[config.mk]
export PLATFORM = sky130hd
export DESIGN_NAME = fetch_unit
export DESIGN_NICKNAME = d
export VERILOG_FILES = /design/src/rtl/fetch_unit.sv
export SDC_FILE = /design/constraint.sdc
export NUM_CORES = 1
export LEC_CHECK = 0
export CORE_MARGIN = 4
export CORE_UTILIZATION = 43
export DETAILED_ROUTE_END_ITERATION = 6
export PLACE_DENSITY = 0.85
export SKIP_CTS_REPAIR_TIMING = 1
export SLEW_MARGIN = 20
export SYNTH_ARGS = -nofsm -noshare
export SYNTH_HDL_FRONTEND = slang
export SYNTH_SLANG_ARGS = --single-unit
[constraint.sdc]
create_clock -name clk -period 2.8 [get_ports clk]
set_clock_uncertainty 0.1 [all_clocks]
set_input_delay 0.42 -clock clk [delete_from_list [all_inputs] [get_ports clk]]
set_output_delay 0.42 -clock clk [all_outputs]
set_load 0.01 [all_outputs]
[src/rtl/fetch_unit.sv]
// fetch_unit: owns the PC, fetches one word per instruction over a
// req/ready port and holds it in the instruction register for decode.
module fetch_unit #(
  parameter logic [15:0] RESET_PC = 16'h3000,
  parameter int          CNT_W    = 32
) (
  input  logic             clk,
  input  logic             rst,
  output logic             imem_req,
  output logic [15:0]      imem_addr,
  input  logic             imem_ready,
  input  logic [15:0]      imem_rdata,
  output logic [15:0]      instruction,
  output logic             instr_valid,
  output logic [15:0]      pc,
  input  logic             exec_done,
  input  logic             redirect,
  input  logic [15:0]      redirect_target,
  output logic [CNT_W-1:0] retired_count
);

  typedef enum logic {
    S_REQ  = 1'b0,
    S_HOLD = 1'b1
  } state_t;

  state_t state;
  state_t state_n;

  logic fetch;
  logic retire;

  logic [15:0]      pc_q;
  logic [15:0]      ir_q;
  logic [CNT_W-1:0] cnt_q;

  assign fetch  = (state == S_REQ) && imem_ready;
  assign retire = (state == S_HOLD) && exec_done;

  always_ff @(posedge clk) begin
    if (rst) begin
      state <= S_REQ;
    end else begin
      state <= state_n;
    end
  end

  always_comb begin
    state_n = state;
    unique case (state)
      S_REQ: begin
        if (imem_ready) state_n = S_HOLD;
      end
      S_HOLD: begin
        if (exec_done) state_n = S_REQ;
      end
      default: state_n = S_REQ;
    endcase
  end

  // request is masked while rst is high so a reset cycle never issues
  always_comb begin
    imem_req    = 1'b0;
    instr_valid = 1'b0;
    unique case (state)
      S_REQ:   imem_req    = !rst;
      S_HOLD:  instr_valid = 1'b1;
      default: begin
        imem_req    = 1'b0;
        instr_valid = 1'b0;
      end
    endcase
  end

  always_ff @(posedge clk) begin
    if (rst) begin
      pc_q <= RESET_PC;
    end else if (fetch) begin
      pc_q <= pc_q + 16'd1;
    end else if (retire && redirect) begin
      pc_q <= redirect_target;
    end
  end

  always_ff @(posedge clk) begin
    if (rst) begin
      ir_q <= 16'h0000;
    end else if (fetch) begin
      ir_q <= imem_rdata;
    end
  end

  always_ff @(posedge clk) begin
    if (rst) begin
      cnt_q <= '0;
    end else if (retire) begin
      cnt_q <= cnt_q + 1'b1;
    end
  end

  assign imem_addr     = pc_q;
  assign pc            = pc_q;
  assign instruction   = ir_q;
  assign retired_count = cnt_q;

endmodule

After elaboration in Yosys (flattened, before gate mapping)
Index checks and enable logic that the tools add are counted.

word-level totals
  bits of input ports = 37
  flip-flop bits (word level) = 65
  logic and storage cells = 19
  output and inout port bits = 82

cells by class
  add/subtract/negate cells = 2
  reduce and logical (&&, ||, !) cells = 5
  bitwise gates (word level) = 1
  mux-type cells = 7

operator list
  kind                     number
  $add A32 B1 Y32 const B  1
  $mux W16                 2
  $add A16 B1 Y16 const B  1
  $mux W1                  4
  $logic_and A1 B1 Y1      3
  $pmux W1 S2              1
  $reduce_bool A2 Y1       1
  $logic_not A1 Y1         1
  $not A1 Y1               1

Longest topological paths before layout
  depth after elaboration = 4
  gate-level depth with buffers = 7
  depth with buffers taken out = 5

Worst setup path before layout
Ideal clock, no wire load.

  path type = register to register
  start = register cnt_q[0], in the netlist retired_count[0]
  end = register cnt_q[30], in the netlist retired_count[30]
  path buffers = 1
  clock period less this slack = 2.110 ns
  library setup time = 0.070 ns
  data arrival time = 1.939 ns
  stages on the path, launching flop included = 7
  setup slack = 0.690 ns
  required time = 2.630 ns
  path through = dfxtp_1 ha_1 nand3_1 or4_4 buf_6 or4_1 a21oi_1

between the ends
  word-level cells in the longest chain between the ends = 1

ends and longest elaborated chain
  element                 RTL line  RTL
  from (decl)             35        logic [CNT_W-1:0] cnt_q;
  from (signal assigned)  97        cnt_q <= cnt_q + 1'b1;
  $add A32 B1 Y32         97

Every way passes these cells.
A chain may end at the register's enable or synchronous reset.

Final worst setup path
  start = input exec_done
  end = register cnt_q[30], in the netlist retired_count[30]

between the ends
  word-level cells in the longest chain between the ends = 1

ends and longest elaborated chain
  element              RTL line  RTL
  from (decl)          16        input logic exec_done,
  $logic_and A1 B1 Y1  38        assign retire = (state == S_HOLD) && exec_done;

Every way passes these cells.

==> summary.txt <==
Detailed routing
  • Vias: 3242
  • Residual antenna-violating net count after detailed routing: 0
  • Aggregate routed wire length: 8860 µm
  • Via density per instance: 5.50
  • Pre-antenna DRT Iters: 5
  • # DRC: 0
  • Wire length per cell after detailed routing: 15.0 µm
  • Violation count after the first detailed-route iteration: 152

Synthesis
  • Top-area cell type share of the netlist area: 41.5%
  • Top cells by count, synth: dfxtp_1 (65), nand2_1 (55), a21oi_1 (47), nor2_1 (25), clkbuf_1 (20)
  • Largest cells by area after synthesis: dfxtp_1 (41%), a21oi_1 (7.5%), nand2_1 (6.6%)
  • Synth Warn #: 0
  • Post-synthesis async set-or-reset flop share: 0%
  • Synthesized area: 3140 µm²
  • Number of flops mapped to enable cells by yosys: 0
  • Post-Synthesis Cells: 392
  • Library cell with the highest instance count after synthesis: dfxtp_1
  • Post-synthesis net count: 431
  • Most common flop cell mapped by yosys: dfxtp_1
  • Mean cell area of the mapped netlist: 8.01 µm²
  • Most area-hungry cell type in the Yosys netlist: dfxtp_1
  • Distinct cells, synth: 45
  • Synth Register Bits: 65
  • Portion of the post-synthesis area used by sequential elements: 41.5%

Layout
  • Sequential cell area: 1300 µm²
  • Final Core Density: 64.7%
  • Count of inserted antenna diode cells: 0
  • Layout Area Growth over Synthesis: 43.2%
  • Number of nets in the final layout: 527
  • Layout cell share with drive strength beyond 1: 6.69%
  • Post-route non-filler standard cell count: 589
  • Multi-input gate area: 1580 µm²
  • Filler instances: 583

Place
  • Post-detail-place hpwl: 6270 µm
  • Global placer's final weighted congestion: 0.772
  • Buffers added on ports: 118
  • Count of placed standard cells including taps: 573

GRT
  • Maximum number of pins on one net before global-route repair: 67
  • Total grt overflow: 0
  • First-pass GRT wire length: 14200 µm
  • Via count of the first global-routing pass: 3059
  • Number of antenna violations at the first check in global routing: 0
  • Gr usage total: 20.1%

Critical path
  • WP data required: 2.94 ns
  • Worst path arrival time: 2.46 ns
  • Category of the worst setup path capture point: flip-flop
  • Type of the worst setup path: in -> reg
  • Kind of start point of the critical path: input pin
  • Maximum fanout count along the critical path: 21

Die
  • Die area: 8730 µm²
  • Core Area: 6940 µm²
  • Initial core utilization: 45.2%
  • Ports: 119
  • Height of the die: 93.4 µm
  • Horizontal die dimension: 93.4 µm
  • Row count: 30

CTS
  • H-tree lvl count: 3
  • Root Driver: clkbuf_8
  • Number of buffers added by the clock tree synthesis step: 9
  • Buffer levels on the longest clock path: 2
  • Clock tree from TritonCTS: done
  • Clock-pin slew of the registers on the worst-case setup and hold paths: 0.06 ns
  • Number of clock sinks: 65
  • Skew-Pair Late Insertion Delay: 0.33 ns

STA
  • Ratio of final minimum period to clock period: 82.7%
  • Measured slew at the worst slew-check pin: 0.690 ns
  • RSZ-0062 raised after global routing: false
  • Worst slew margin relative to its limit: 54.0%
  • Max Freq: 432 MHz
  • Final sum of negative setup slack: 0 ns
  • Number of endpoints failing setup at the final stage: 0
  • Time the worst path needs with I/O delays and setup: 2.32 ns
  • Fin. max-slew vios: 0
  • Post-Route Hold Slack: 0.353 ns
  • Final Hold Violating Endpoints: 0

Min path
  • HP Class: reg -> reg

Outcome
  • Run status: finished, final reports clean

Power
  • VDD IR-drop max: 0.228 mV
  • Ratio of total power to cell area: 467 nW/µm²
  • Leakage dissipation: 1.45 nW

Job
  • Max-Cap Viols: 0
cell families (layout without fill, tap and decap cells):
kind of cell	after synthesis	after routing	share of synthesized area [%]
AO/OA/AOI/OAI	96	96	18.7
multiplexers	3	3	1.04
AND/OR/NAND/NOR	167	167	27.3
XOR/XNOR	9	9	2.51
buffers and inverters	50	151	8.17
adder cells (fa/ha/maj)	2	2	0.797
flip-flops	65	65	41.5
state kept, by name, indices dropped and copies added (netlist names):
signal / count
retired_count: 32
imem_addr: 16
instruction: 16
state: 1
where the power goes:
part / leakage [nW] / internal [mW] / switching [mW]
logic: 0.807 / 0.135 / 0.106
clock network: 0.116 / 0.534 / 0.346
registers: 0.528 / 0.950 / 0.0271
cell usage in the layout (no fill, tap or decap), types with 4 or more instances in the layout:
master and count:
nor2_1 25, nor4_1 7, o31ai_1 12, nor3_1 6, a31oi_1 6, dfxtp_1 65, inv_1 11, a21oi_1 47
or3_1 11, clkbuf_8 14, o21ai_0 11, or4_1 17, nand2_1 55, nand4_1 13, clkdlybuf4s50_1 117, buf_4 6
nand3_1 16, and3_1 4, xnor2_1 6
metrics by stage:
stage	power, mW	setup WS, ns	instance area, µm²
floorplan	1.10	0.690	3140
CTS	2.11	0.490	4490
finish	2.10	0.483	4490
global placement	1.23	0.226	4270
global route	2.18	0.425	4490
detailed placement	1.24	0.151	4270
cell type report:
cell class              instances  share of cell area [%]
multi-input cells             277                    35.2
flip-flops and latches         65                    29.0
repair buffers                124                    27.2
clock buffers                  15                    4.37
well taps                      96                    2.67
inverters                      11                   0.919
clock inverters                 1                   0.668
worst paths after layout:
| check | from | endpoint | slack [ns] | cells after the start |
|---|---|---|---|---|
| max | exec_done | retired_count[30] | 0.48 | 5 |
| min | instruction[0] | instruction[0] | 0.35 | 2 |
| max reg2reg | state | retired_count[30] | 0.56 | 4 |
| min reg2reg | instruction[0] | instruction[0] | 0.35 | 2 |
routing by layer:
metal  routed length (µm)  vias to the layer above  global-route usage [%]  share of wire [%]
met1                 3650                     1499                    24.3                 41
li1                     -                     1603                       -                  -
met2                 4360                      125                    33.3                 49
met3                  653                       15                    4.75                7.4
met5                    0                        -                       0                  0
met4                  197                        0                    10.0                2.2
critical path: stages:
cell	delay [ns]
clkdlybuf4s50_1	0.54
nand3_1	0.13
or4_4	0.67
or4_1	0.53
a21oi_1	0.17
(Power assumes the default switching activity.)
